## src/rtl/seg_scan_ctrl.sv

```systemverilog
// seg_scan_ctrl: converts a signed 8-bit value to sign + three BCD digits
// and scans them onto a 4-digit common-anode 7-segment display.
// Optional feature macro: LEAD_ZERO_BLANK_EN (blank leading zeros in the
// hundreds and tens positions; the minus sign is unaffected).
//
// state     | meaning
// ----------+----------------------------------------------------------
// S_IDLE    | waiting for load; display shows the last latched value
// S_CONVERT | 8 shift-add-3 steps turning the magnitude into BCD
// S_LATCH   | copy sign and BCD digits into the display registers
module seg_scan_ctrl #(
    parameter int REFRESH_DIV = 50000
) (
    input  logic       clk,
    input  logic       reset,
    input  logic       load,
    input  logic [7:0] value,
    output logic       busy,
    output logic       done,
    output logic [6:0] SEG,
    output logic [3:0] AN
);

    localparam int PRE_W = $clog2(REFRESH_DIV);
    localparam logic [PRE_W-1:0] PRE_LAST = PRE_W'(REFRESH_DIV - 1);

    typedef enum logic [1:0] {S_IDLE, S_CONVERT, S_LATCH} state_t;

    state_t           state, state_next;
    logic [2:0]       step;
    logic [7:0]       bin;
    logic [11:0]      bcd;
    logic             sign_r;
    logic             done_r;
    logic [7:0]       mag;
    logic [3:0]       units_adj, tens_adj;
    logic             disp_sign;
    logic [3:0]       disp_h, disp_t, disp_u;
    logic [PRE_W-1:0] pre;
    logic [1:0]       scan_idx;
    logic [3:0]       show_h, show_t;

    // -128 negates to 8'h80, which read as unsigned is the wanted 128
    assign mag       = value[7] ? (~value + 8'd1) : value;
    // hundreds never exceeds 2 for an 8-bit input, so it never needs the +3
    assign units_adj = (bcd[3:0] >= 4'd5) ? bcd[3:0] + 4'd3 : bcd[3:0];
    assign tens_adj  = (bcd[7:4] >= 4'd5) ? bcd[7:4] + 4'd3 : bcd[7:4];

    assign busy = (state != S_IDLE);
    assign done = done_r;

    // state register
    always_ff @(posedge clk or posedge reset) begin
        if (reset) state <= S_IDLE;
        else       state <= state_next;
    end

    // next-state logic
    always_comb begin
        state_next = state;
        case (state)
            S_IDLE:    if (load) state_next = S_CONVERT;
            S_CONVERT: if (step == 3'd7) state_next = S_LATCH;
            S_LATCH:   state_next = S_IDLE;
            default:   state_next = S_IDLE;
        endcase
    end

    // conversion datapath and display registers
    always_ff @(posedge clk or posedge reset) begin
        if (reset) begin
            step      <= '0;
            bin       <= '0;
            bcd       <= '0;
            sign_r    <= 1'b0;
            done_r    <= 1'b0;
            disp_sign <= 1'b0;
            disp_h    <= '0;
            disp_t    <= '0;
            disp_u    <= '0;
        end else begin
            done_r <= (state == S_LATCH);
            if (state == S_IDLE && load) begin
                sign_r <= value[7];
                bin    <= mag;
                bcd    <= '0;
                step   <= '0;
            end else if (state == S_CONVERT) begin
                bcd  <= {bcd[10:8], tens_adj, units_adj, bin[7]};
                bin  <= {bin[6:0], 1'b0};
                step <= step + 3'd1;
            end
            if (state == S_LATCH) begin
                disp_sign <= sign_r;
                disp_h    <= bcd[11:8];
                disp_t    <= bcd[7:4];
                disp_u    <= bcd[3:0];
            end
        end
    end

    // free-running refresh prescaler and digit scan index
    always_ff @(posedge clk or posedge reset) begin
        if (reset) begin
            pre      <= '0;
            scan_idx <= '0;
        end else if (pre == PRE_LAST) begin
            pre      <= '0;
            scan_idx <= scan_idx + 2'd1;
        end else begin
            pre <= pre + 1'b1;
        end
    end

    function automatic logic [6:0] seg_code(input logic [3:0] d);
        case (d)
            4'd0:    seg_code = 7'b1000000;
            4'd1:    seg_code = 7'b1111001;
            4'd2:    seg_code = 7'b0100100;
            4'd3:    seg_code = 7'b0110000;
            4'd4:    seg_code = 7'b0011001;
            4'd5:    seg_code = 7'b0010010;
            4'd6:    seg_code = 7'b0000010;
            4'd7:    seg_code = 7'b1111000;
            4'd8:    seg_code = 7'b0000000;
            4'd9:    seg_code = 7'b0011000;
            default: seg_code = 7'b1111111;
        endcase
    endfunction

    // leading-zero handling: a blanked digit is replaced by a non-decimal nibble
`ifdef LEAD_ZERO_BLANK_EN
    always_comb begin
        show_h = (disp_h == 4'd0) ? 4'hF : disp_h;
        show_t = (disp_h == 4'd0 && disp_t == 4'd0) ? 4'hF : disp_t;
    end
`else
    always_comb begin
        show_h = disp_h;
        show_t = disp_t;
    end
`endif

    // digit select and segment mux
    always_comb begin
        AN  = ~(4'b0001 << scan_idx);
        SEG = 7'b1111111;
        case (scan_idx)
            2'd0:    SEG = seg_code(disp_u);
            2'd1:    SEG = seg_code(show_t);
            2'd2:    SEG = seg_code(show_h);
            2'd3:    SEG = disp_sign ? 7'b0111111 : 7'b1111111;
            default: SEG = 7'b1111111;
        endcase
    end

endmodule

```

## config.mk

```make
export PLATFORM = sky130hd
export DESIGN_NAME = seg_scan_ctrl
export DESIGN_NICKNAME = d
export VERILOG_FILES = /design/src/rtl/seg_scan_ctrl.sv
export SDC_FILE = /design/constraint.sdc
export NUM_CORES = 1
export LEC_CHECK = 0
export CAP_MARGIN = 25
export CORE_MARGIN = 1.5
export CORE_UTILIZATION = 40
export CTS_CLUSTER_SIZE = 14
export DETAILED_ROUTE_END_ITERATION = 6
export HOLD_SLACK_MARGIN = 0.03
export MAX_ROUTING_LAYER = met4
export SLEW_MARGIN = 20
export SYNTH_ARGS = -nofsm -noshare
export SYNTH_HDL_FRONTEND = slang
export SYNTH_SLANG_ARGS = --single-unit
```

## constraint.sdc

```tcl
create_clock -name clk -period 3.7 [get_ports clk]
set_input_delay 0.74 -clock clk [delete_from_list [all_inputs] [get_ports clk]]
set_output_delay 0.74 -clock clk [all_outputs]
set_load 0.01 [all_outputs]
```

Yosys cells after proc, flatten, opt, wreduce, memory -nomap -nowiden. Memory sizes are Yosys's and may differ from the RTL's. Index checks and enable logic that the tools add are counted. Widths: inputs -> output; s select.

Flip-flop bits (word level): 58. Memory bits (read-only): 336. Input port bits: 11. Output and inout port bits: 13. Word-level logic and storage cells: 56. Memories kept: 3.

Memory list: (no name shown) (depth 16, bits a word 7, read ports 1, clocked after memory_dff 0, write ports 0, line 116) `case (d)`; (no name shown) (depth 16, bits a word 7, read ports 1, clocked after memory_dff 0, write ports 0, line 116); (no name shown) (depth 16, bits a word 7, read ports 1, clocked after memory_dff 0, write ports 0, line 116).

Add/subtract/negate cells: 6. $lt $le $gt $ge: 2. Equal/unequal tests: 9. Shift-type cells: 1. Muxes and demuxes: 15. Bitwise operators: 2. Reduce and logical (&&, ||, !) cells: 6.

Operators by type and width (number): $pmux 7 s4 (1); $mux 12 (2); $mux 8 (3); $add 16x1->16 const B (1); $eq 16x16->1 const B (1); $mux 16 (1); $add 4x2->4 const B (2); $add 8x1->8 const B (1); $ge 4x3->1 const B (2); $mux 4 (2); $not 8->8 (1); $mux 7 (1); $eq 2x2->1 const B (3); $mux 3 (2); $eq 2x1->1 const B (2); $logic_not 2->1 (2); $mux 2 (2); $ne 2x2->1 const B (2); $not 4->4 (1); $pmux 2 s2 (1); $reduce_bool 2->1 (2); $shl 1x2->4 const A (1); $add 3x1->3 const B (1); $eq 3x3->1 const B (1); 3 further kinds (3).

Depth between registers and ports, before layout. Gate-level depths: netlist (run 1).

Depth after elaboration: 4. Mapped depth: 6. Depth with buffers taken out: 6.

Least setup slack after synthesis (run 1). No wires, ideal clock.

Kind: register to output. Start point: register disp_t[1]. End point: output port SEG[1]. Arrival time: 1322 ps. Required time: 2960 ps. Path slack: 1638 ps. Stages on the path, launching flop included: 7. Buffers on the path: 0. Path through: dfrtp_1 > inv_1 > ha_1 > o21ai_0 > a21oi_1 > nor2_1 > a32oi_1.

Cells in the longest elaborated chain, start to end: 2.

Ends and longest elaborated chain: from (decl) (line 38) `logic [3:0] disp_h, disp_t, disp_u;`; from (signal assigned) (line 96) `disp_t <= bcd[7:4];`; $mem_v2 16x7; $pmux 7 s4 (line 148) `case (scan_idx)`; to (decl) (line 20) `output logic [6:0] SEG,`.

Every way passes these cells.

Worst setup path after layout (run 1). Ends and elaborated chain as after synthesis.

==> impl_metrics.env, run 1 <==
export IMPL_run_status="finished, final reports clean"
export IMPL_synth_area_top_cells="dfrtp_1, ha_1, o21ai_0"
export IMPL_antenna_found_initial=0
export IMPL_number_of_drc_violations_after_detailed_routing=0
export IMPL_path_class_of_the_lowest_slack_min_delay_path="flop to flop"
export IMPL_htree_levels=3
export IMPL_setup_violations_final=0
export IMPL_destination_of_the_worst_register_to_register_timing_path="pre[9]"
export IMPL_numCtsBuffers=9
export IMPL_insertion_delay_ns=0.33
export IMPL_ctsLongestPathBuffers=2
export IMPL_start_util_pct=41.9
export IMPL_cp_end_kind="output port"
export IMPL_die_area_um2=9300
export IMPL_synth_top_area_share_pct=41.6
export IMPL_detailedPlacementHpwl_mm=4.82
export IMPL_reg2reg_slack_ns=1.70
export IMPL_hold_path_startpoint="sign_r"
export IMPL_num_io_pins=24
export IMPL_post_cts_buffers=0
export IMPL_first_global_vias=2530
export IMPL_synthFlopType="dfrtp_1"
export IMPL_grt_pass1_wl_mm=11.5
export IMPL_pwr_density_cell_nw_per_um2=682
export IMPL_globalplace_congestion=0.798
export IMPL_synth_yosys_warnings=0
export IMPL_timing_fmax_mhz=331
export IMPL_crit_reg2reg_launch="pre[4]"
export IMPL_global_route_usage_total_pct=16.5
export IMPL_final_min_period_over_clock_period_pct=81.6
export IMPL_clock_pin_slew_reported_for_the_worst_setup_and_hold_paths_after_clock_tree_synthesis_ns=0.07
export IMPL_route_vias_total=2628
export IMPL_syn_area_um2=3490
export IMPL_max_slew_margin_rel_pct=54.4
export IMPL_synthArstFlopShare_pct=100
export IMPL_kind_of_critical_path="flop to output port"
export IMPL_grt_overflow_total=0
export IMPL_min_period_ns=3.02
export IMPL_largest_net_degree_at_the_start_of_global_routing=27
export IMPL_syn_area_per_cell_um2=9.29
export IMPL_vdd_ir_drop_max_mv=0.219
export IMPL_total_negative_slack_ns=0
export IMPL_yosysTopAreaCell="dfrtp_1"
export IMPL_insertedDiodeCount=0
export IMPL_die_x_um=96.4
export IMPL_residual_antenna_violating_net_count_after_detailed_routing=0
export IMPL_rsz0062_at_grt="false"
export IMPL_synth_edff_count=0
export IMPL_cp_start_kind="flop"
export IMPL_worst_clock_skew_ns=0.00717
export IMPL_layout_stage_area_growth_over_the_synthesis_result_pct=15.0
export IMPL_drt_initial_drc_count=107
export IMPL_timing_max_cap_violations=0
export IMPL_cts_hold_fix_buffers=0
export IMPL_hold_path_endpoint="sign_r"
export IMPL_post_synth_num_cell_types=42
export IMPL_fp_coreArea_um2=8340
export IMPL_power_leakage_uw=0.00176
export IMPL_number_of_nets_produced_by_synthesis=417
export IMPL_std_cell_rows=33
export IMPL_layout_cells_most_common="dfrtp_1"
export IMPL_utilization_pct=48.1
export IMPL_port_buffers=23
export IMPL_vias_per_inst=5.19
export IMPL_syn_instance_count=376
export IMPL_floorplan_die_height_um=96.4
export IMPL_critPathRequiredTime_ns=2.96
export IMPL_cts_root_buffer="clkbuf_8"
export IMPL_nets=437
export IMPL_avgRoutedWirePerCell_um=13.3
export IMPL_dr_pass1_iters=4
export IMPL_clock_sink_total=58
export IMPL_synth_seq_cells=58
export IMPL_synth_seq_area_share_pct=41.6
export IMPL_post_cts_resize_count=0
export IMPL_worst_slew_pin_slew_ns=0.681
export IMPL_most_common_layout_cells="dfrtp_1, o21ai_0, nand2_1, ha_1, nor2_1"
export IMPL_wl_mm=6.72
export IMPL_reg2regPathDepth=4
export IMPL_hold_viol_final=0
export IMPL_data_arrival_time_of_the_worst_path_ns=2.28
export IMPL_slew_violations=0
export IMPL_timing_critical_path_fanout_max=8
export IMPL_tritoncts="yes"
export IMPL_post_route_cells_drive_above_1_share_pct=7.98
export IMPL_worstHoldPathCells=2
## layout make-up
cell class,count,area (um^2)
Clock buffer,11,151
Clock inverter,5,52.6
Fill cell,807,4330
Inverter,23,86.3
Multi-Input combinational cell,277,1880
Sequential cell,58,1450
Tap cell,105,131
Timing Repair Buffer,27,260
## layer usage
metal / up-vias / global-route usage [%] / share of wire (%)
li1: 1341 / - / -
met1: 1229 / 20.8 / 49
met2: 50 / 26.9 / 46
met3: 8 / 3.29 / 3.6
met4: 0 / 4.71 / 1.3
met5: - / - / 0
## synth_stat cells (2+ instances only)
library cell,instances
o31ai_1,3
nor3_1,4
a31oi_1,2
xor2_1,8
a22oi_1,4
a22o_1,8
nor2_1,26
nand3_1,13
o311a_1,2
nor3b_1,4
inv_1,23
ha_1,30
nand2_1,38
nand2b_1,8
and3_1,2
o211ai_1,6
clkbuf_1,16
nor4_1,3
o21bai_1,3
or2_2,3
a21boi_0,2
nor2b_1,10
a21oi_1,16
or3_1,2
mux2i_1,5
dfrtp_1,58
a32oi_1,4
o221ai_1,3
mux2_2,5
xnor2_1,14
o21ai_0,40
## power breakdown
part	internal, uW	switching [uW]
Sequential	813	245
Combinational	545	547
Clock	344	244
Total	1700	1040
## sequential cells by signal, summed over array words and instances, names as in the netlist
| signal | cells |
|---|---|
| disp_t | 4 |
| done | 1 |
| step | 3 |
| state | 2 |
| sign_r | 1 |
| scan_idx | 2 |
| bcd | 12 |
| disp_sign | 1 |
| pre | 16 |
| bin | 8 |
| disp_u | 4 |
| disp_h | 4 |
## worst max-delay path, cell delays in order (launching register included)
cell             delay [ns]
dfrtp_1                0.48
inv_1                  0.14
ha_1                   0.30
o21ai_0                0.08
a21oi_1                0.17
nor2_1                 0.06
a32oi_1                0.16
clkdlybuf4s50_1        0.56
## metrics by stage
step	area [um^2]	worst slack (ns)	std cells	hold WS [ns]	power [uW]
6_report	4020	0.680	506	0.489	2740
5_1_grt	4020	0.525	506	0.521	2970
4_1_cts	4010	0.669	506	0.489	2750
3_5_place_dp	3810	1.04	490	0.475	2160
3_3_place_gp	3810	1.08	490	0.461	2130
2_1_floorplan	3490	1.53	376	0.440	1800
## cell families after synthesis
logic type      Yosys count  share of synthesized area, %
flops                    58                          41.6
compound gates           96                          17.2
buf+inv                  41                          4.62
fa+ha+maj                30                          10.7
mux                      10                          3.05
simple gates            119                          17.3
xor+xnor                 22                          5.52
## worst max-delay path by stage
stage                     startpoint     end  slack, ns  cells past startpoint
final                      disp_t[1]  SEG[1]       0.68                      7
after global routing       disp_h[1]  SEG[4]       0.52                      6
after CTS                  disp_t[1]  SEG[1]       0.67                      7
after detailed placement   disp_t[1]  SEG[1]       1.04                      7
after global placement     disp_h[1]  SEG[1]       1.08                      7
after floorplan                reset  bcd[0]       1.53                      1
Note: power is estimated with default switching activity, not from simulation.
==> inputs of run 2 (changes only) <==
==> constraint.sdc (replaced) <==
create_clock -name clk -period 2.44 [get_ports clk]
set_input_delay 0.488 -clock clk [delete_from_list [all_inputs] [get_ports clk]]
set_output_delay 0.488 -clock clk [all_outputs]
set_load 0.01 [all_outputs]
==> run 2 against run 1 <==
  * Critical path type unchanged
  * Design area increased by 3.8%
  * Via count up 2.3%
  * Combinational power is 58% higher
  * Non-clock buffer count rose by 11
  * Critical path depth down 1
  * Power rose by 60%
  * Worst setup slack got worse by 0.58 ns
  * Sequential power grew 49%
  * Global-route usage increased by 0.11 points
  * Largest power group unchanged
  * Sequential share of layout area is 1.2 points lower
==> impl_metrics.env, run 2 (same netlist as run 1, synthesis figures left out) <==
export IMPL_run_status="finished, final reports clean"
export IMPL_cts_root_buffer="clkbuf_8"
export IMPL_post_route_cells_drive_above_1_share_pct=14.3
export IMPL_detailedPlacementHpwl_mm=4.84
export IMPL_most_common_layout_cells="dfrtp_1, nand2_1, o21ai_0, ha_1, nor2_1"
export IMPL_route_vias_total=2689
export IMPL_residual_antenna_violating_net_count_after_detailed_routing=0
export IMPL_largest_register_ffs=16
export IMPL_ctsLongestPathBuffers=2
export IMPL_destination_of_the_worst_register_to_register_timing_path="pre[9]"
export IMPL_cp_end_kind="output port"
export IMPL_drt_initial_drc_count=111
export IMPL_final_min_period_over_clock_period_pct=95.8
export IMPL_wl_mm=6.86
export IMPL_grt_pass1_wl_mm=11.7
export IMPL_crit_start="disp_t[1]"
export IMPL_dr_pass1_iters=4
export IMPL_hold_viol_final=0
export IMPL_insertedDiodeCount=0
export IMPL_path_class_of_the_lowest_slack_min_delay_path="flop to flop"
export IMPL_crit_reg2reg_launch="pre[4]"
export IMPL_timing_fmax_mhz=428
export IMPL_min_period_ns=2.34
export IMPL_clock_pin_slew_reported_for_the_worst_setup_and_hold_paths_after_clock_tree_synthesis_ns=0.07
export IMPL_timing_critical_path_fanout_max=4
export IMPL_numCtsBuffers=9
export IMPL_worst_slew_pin_slew_ns=0.587
export IMPL_std_cell_rows=33
export IMPL_globalplace_congestion=0.816
export IMPL_hold_path_startpoint="sign_r"
export IMPL_data_arrival_time_of_the_worst_path_ns=1.85
export IMPL_post_route_cell_area_um2=4170
export IMPL_setup_violations_final=0
export IMPL_utilization_pct=50.0
export IMPL_global_route_usage_total_pct=16.6
export IMPL_pwr_density_cell_nw_per_um2=1050
export IMPL_layout_cells_most_common="dfrtp_1"
export IMPL_report_power_total_uw=4390
export IMPL_max_slew_margin_rel_pct=60.5
export IMPL_insertion_delay_ns=0.33
export IMPL_kind_of_critical_path="flop to output port"
export IMPL_num_io_pins=24
export IMPL_port_buffers=23
export IMPL_reg2reg_slack_ns=0.65
export IMPL_slew_violations=0
export IMPL_antenna_found_initial=0
export IMPL_rsz0062_at_grt="false"
export IMPL_top_reg_by_flops="pre"
export IMPL_cp_start_kind="flop"
export IMPL_die_x_um=96.4
export IMPL_htree_levels=3
export IMPL_layout_top_registers="pre: 16 flops, bcd: 12 flops, bin: 8 flops"
export IMPL_power_leakage_uw=0.00184
export IMPL_layout_stage_area_growth_over_the_synthesis_result_pct=19.4
export IMPL_worst_clock_skew_ns=0.0114
export IMPL_clock_sink_total=58
export IMPL_largest_net_degree_at_the_start_of_global_routing=59
export IMPL_grt_overflow_total=0
export IMPL_crit_path_end="SEG[6]"
export IMPL_floorplan_die_height_um=96.4
export IMPL_vias_per_inst=5.20
export IMPL_first_global_vias=2567
export IMPL_number_of_drc_violations_after_detailed_routing=0
export IMPL_placed_area_um2=3860
export IMPL_avgRoutedWirePerCell_um=13.3
export IMPL_tritoncts="yes"
export IMPL_critPathRequiredTime_ns=1.95
export IMPL_nets=448
export IMPL_vdd_ir_drop_max_mv=0.330
export IMPL_timing_max_cap_violations=0
export IMPL_reg2regPathDepth=4
export IMPL_total_negative_slack_ns=0
export IMPL_die_area_um2=9300
export IMPL_start_util_pct=41.9
export IMPL_fp_coreArea_um2=8340
[run 2: routing by layer]
metal  vias up  GRT usage, %  part of all wire (%)
met4         0          5.80                  0.57
li1       1362             -                     -
met5         -             -                     0
met2        39          27.7                    48
met3         4          2.11                   2.4
met1      1284          20.8                    49
[run 2: stage by stage]
stage / setup WS [ns] / std cells / hold WS [ns]
floorplan: 0.524 / 376 / 0.440
global placement: 0.116 / 495 / 0.456
detailed placement: 0.106 / 495 / 0.468
CTS: 0.0320 / 517 / 0.485
global route: 0.000778 / 517 / 0.499
finish: 0.102 / 517 / 0.487
[run 2: final cells by class]
cell class	count	area, um^2
Inverter	23	86.3
Timing Repair Buffer	38	332
Clock inverter	5	100
Multi-Input combinational cell	277	1910
Tap cell	105	131
Fill cell	821	4170
Sequential cell	58	1460
Clock buffer	11	151
[run 2: how the worst min path moves through the flow]
stage | endpoint | slack [ns] | cells past startpoint
5_1_grt | pre[15] | 0.50 | 1
2_1_floorplan | sign_r | 0.44 | 2
3_5_place_dp | sign_r | 0.47 | 2
6_report | sign_r | 0.49 | 2
4_1_cts | sign_r | 0.49 | 2
3_3_place_gp | bin[1] | 0.46 | 2
[run 2: repair_timing]
| action | in CTS | in global routing |
|---|---|---|
| buffers inserted | 6 | 0 |
| pin swaps | 1 | 1 |
| hold buffers | 0 | 0 |
| endpoints found under the setup margin | 7 | 6 |
| gates resized for setup | 18 | 14 |
| cloned | 0 | 0 |
[run 2: power by group]
group | total (uW) | leakage [uW] | internal [uW] | switching (uW)
logic | 1720 | 0.000966 | 815 | 900
registers | 1580 | 0.000746 | 1240 | 338
clock network | 1100 | 0.000129 | 731 | 365
total | 4390 | 0.00184 | 2790 | 1600
[run 2: worst max-delay path, stage by stage (launching register included)]
cell and delay, ns:
dfrtp_1 0.41, buf_4 0.15, ha_2 0.18, o221ai_2 0.22, o221ai_2 0.12, o21a_1 0.17, dlygate4sd2_1 0.27
==> inputs of run 3 (changes only) <==
--- a/config.mk
+++ b/config.mk
@@ -7,11 +7,13 @@
 export LEC_CHECK = 0
 export CAP_MARGIN = 25
 export CORE_MARGIN = 1.5
-export CORE_UTILIZATION = 40
+export CORE_UTILIZATION = 53
 export CTS_CLUSTER_SIZE = 14
 export DETAILED_ROUTE_END_ITERATION = 6
+export GPL_TIMING_DRIVEN = 0
 export HOLD_SLACK_MARGIN = 0.03
 export MAX_ROUTING_LAYER = met4
+export PLACE_DENSITY = 0.76
 export SLEW_MARGIN = 20
 export SYNTH_ARGS = -nofsm -noshare
 export SYNTH_HDL_FRONTEND = slang
==> run 3 against run 2 <==
  * Routed wire length increased by 3.7%
  * Highest routed layer unchanged
  * Design area decreased by 1.1%
  * Cell count decreased by 3.7%
  * Clock skew decreased by 0.0040 ns
  * Sequential share of layout area increased by 0.37 points
  * Critical path depth increased by 1
  * Clock power decreased by 18%
  * Largest power group unchanged
  * Critical path type unchanged
  * Power decreased by 2.9%
  * Count of clock-buffer cells in the layout unchanged
  * Register-to-register slack got worse by 0.03 ns
  * Core utilization increased by 15 points
  * Worst setup slack got worse by 0.021 ns
==> impl_metrics.env, run 3 (same netlist as run 1, synthesis figures left out) <==
export IMPL_data_arrival_time_of_the_worst_path_ns=1.87
export IMPL_worst_hold_slack_ns=0.492
export IMPL_crit_start="disp_h[0]"
export IMPL_slew_violations=0
export IMPL_reg2regPathDepth=5
export IMPL_largest_register_ffs=16
export IMPL_nets=457
export IMPL_clock_sink_total=58
export IMPL_critPathRequiredTime_ns=1.95
export IMPL_crit_path_end="SEG[1]"
export IMPL_timing_critical_path_fanout_max=5
export IMPL_largest_net_degree_at_the_start_of_global_routing=59
export IMPL_cp_start_kind="flop"
export IMPL_top_reg_by_flops="pre"
export IMPL_num_io_pins=24
export IMPL_reg2reg_slack_ns=0.62
export IMPL_clock_pin_slew_reported_for_the_worst_setup_and_hold_paths_after_clock_tree_synthesis_ns=0.07
export IMPL_run_status="finished, final reports clean"
export IMPL_critical_path_max_stage_delay_ns=0.38
export IMPL_detailedPlacementHpwl_mm=5.16
export IMPL_layout_stage_area_growth_over_the_synthesis_result_pct=18.0
export IMPL_die_area_um2=7080
export IMPL_grt_pass1_wl_mm=12.6
export IMPL_dr_pass1_iters=4
export IMPL_insertion_delay_ns=0.34
export IMPL_first_global_vias=2769
export IMPL_setup_violations_final=0
export IMPL_vias_per_inst=5.53
export IMPL_post_route_cell_area_um2=4120
export IMPL_cp_end_kind="output port"
export IMPL_crit_family="compound AO/OA/AOI/OAI gates"
export IMPL_post_route_cells_drive_above_1_share_pct=14.0
export IMPL_std_cell_rows=29
export IMPL_placed_cells=475
export IMPL_worst_path_stages=7
export IMPL_fp_coreArea_um2=6350
export IMPL_number_of_drc_violations_after_detailed_routing=0
export IMPL_route_vias_total=2754
export IMPL_placed_area_um2=3810
export IMPL_drt_initial_drc_count=131
export IMPL_hold_viol_final=0
export IMPL_global_route_usage_total_pct=22.8
export IMPL_rsz0062_at_grt="false"
export IMPL_cts_root_buffer="clkbuf_8"
export IMPL_post_layout_nonfiller_instances=498
export IMPL_timing_max_cap_violations=0
export IMPL_crit_slowest_cell="dfrtp_1"
export IMPL_die_x_um=84.2
export IMPL_worst_slew_pin_slew_ns=0.692
export IMPL_timing_fmax_mhz=424
export IMPL_start_util_pct=55.0
export IMPL_timing_critical_path_cells="inv_2, ha_1, o21ai_0, a21oi_1, nor2_1, a32oi_1, dlygate4sd2_1"
export IMPL_antenna_found_initial=0
export IMPL_residual_antenna_violating_net_count_after_detailed_routing=0
export IMPL_grt_overflow_total=0
export IMPL_kind_of_critical_path="flop to output port"
export IMPL_min_period_ns=2.36
export IMPL_destination_of_the_worst_register_to_register_timing_path="pre[9]"
export IMPL_layout_cells_most_common="dfrtp_1"
export IMPL_globalplace_congestion=0.880
export IMPL_power_leakage_uw=0.00182
export IMPL_numCtsBuffers=9
export IMPL_port_buffers=22
export IMPL_report_power_total_uw=4260
export IMPL_floorplan_die_height_um=84.2
export IMPL_final_min_period_over_clock_period_pct=96.6
export IMPL_most_common_layout_cells="dfrtp_1, o21ai_0, nand2_1, ha_1, nor2_1"
export IMPL_vdd_ir_drop_max_mv=0.728
export IMPL_pwr_density_cell_nw_per_um2=1030
export IMPL_worst_clock_skew_ns=0.00746
export IMPL_cts_hold_fix_buffers=0
export IMPL_htree_levels=3
export IMPL_layout_top_registers="pre: 16 flops, bcd: 12 flops, bin: 8 flops"
export IMPL_avgRoutedWirePerCell_um=14.3
export IMPL_wl_mm=7.11
export IMPL_max_slew_margin_rel_pct=53.9
export IMPL_critPathBufInv=2
export IMPL_insertedDiodeCount=0
export IMPL_ctsLongestPathBuffers=2
export IMPL_tritoncts="yes"
export IMPL_crit_reg2reg_launch="pre[4]"
export IMPL_path_class_of_the_lowest_slack_min_delay_path="flop to flop"
==> run 3: worst reg2reg max path: stages, from the launching register on <==
cell and delay, ns:
dfrtp_1 0.42, or4b_4 0.56, nor4_4 0.28, buf_6 0.20
o21ai_1 0.08, a22o_1 0.18
==> run 3: report_power, final <==
part | switching [uW] | internal, uW | leakage (uW)
registers | 258 | 1240 | 0.000748
clock network | 378 | 521 | 0.000105
logic | 1000 | 861 | 0.000969
==> run 3: worst min-delay path by stage <==
stage,from,to,slack [ns],depth (start not counted)
final,bin[1],bin[1],0.49,2
after global routing,pre[15],pre[15],0.52,1
after CTS,bcd[11],disp_h[3],0.50,2
after detailed placement,bcd[11],disp_h[3],0.48,2
after global placement,bin[1],bin[1],0.46,2
after floorplan,sign_r,sign_r,0.44,2
==> run 3: layout make-up <==
cell class                      count  area, um^2
Buffer                             17        80.1
Clock buffer                       11         151
Clock inverter                      5        52.6
Fill cell                         534        2230
Inverter                           23        91.3
Multi-Input combinational cell    277        1930
Sequential cell                    58        1460
Tap cell                           77        96.3
Timing Repair Buffer               30         269
==> run 3: timing repair <==
item | in CTS | in global routing
pin swaps | 2 | 3
setup endpoints to repair | 7 | 5
buffers inserted | 3 | 5
resized for setup | 27 | 15
==> run 3: stage by stage <==
step | setup WS [ns] | util, % | setup TNS (ns)
6_report | 0.0818 | 64.9 | 0
4_1_cts | 0.0181 | 64.2 | 0
5_1_grt | 0.00134 | 64.9 | 0
3_5_place_dp | -0.0349 | 60.0 | -0.0539
2_1_floorplan | 0.524 | - | 0
3_3_place_gp | -0.438 | 60.0 | -25.24
==> run 3: layer usage <==
layer  wire [um]  share of wire [%]  GRT usage (%)
met3         257                3.6           3.74
met2        3580                 50           37.7
met5           0                  0              -
met4         176                2.5           9.39
met1        3090                 44           27.8
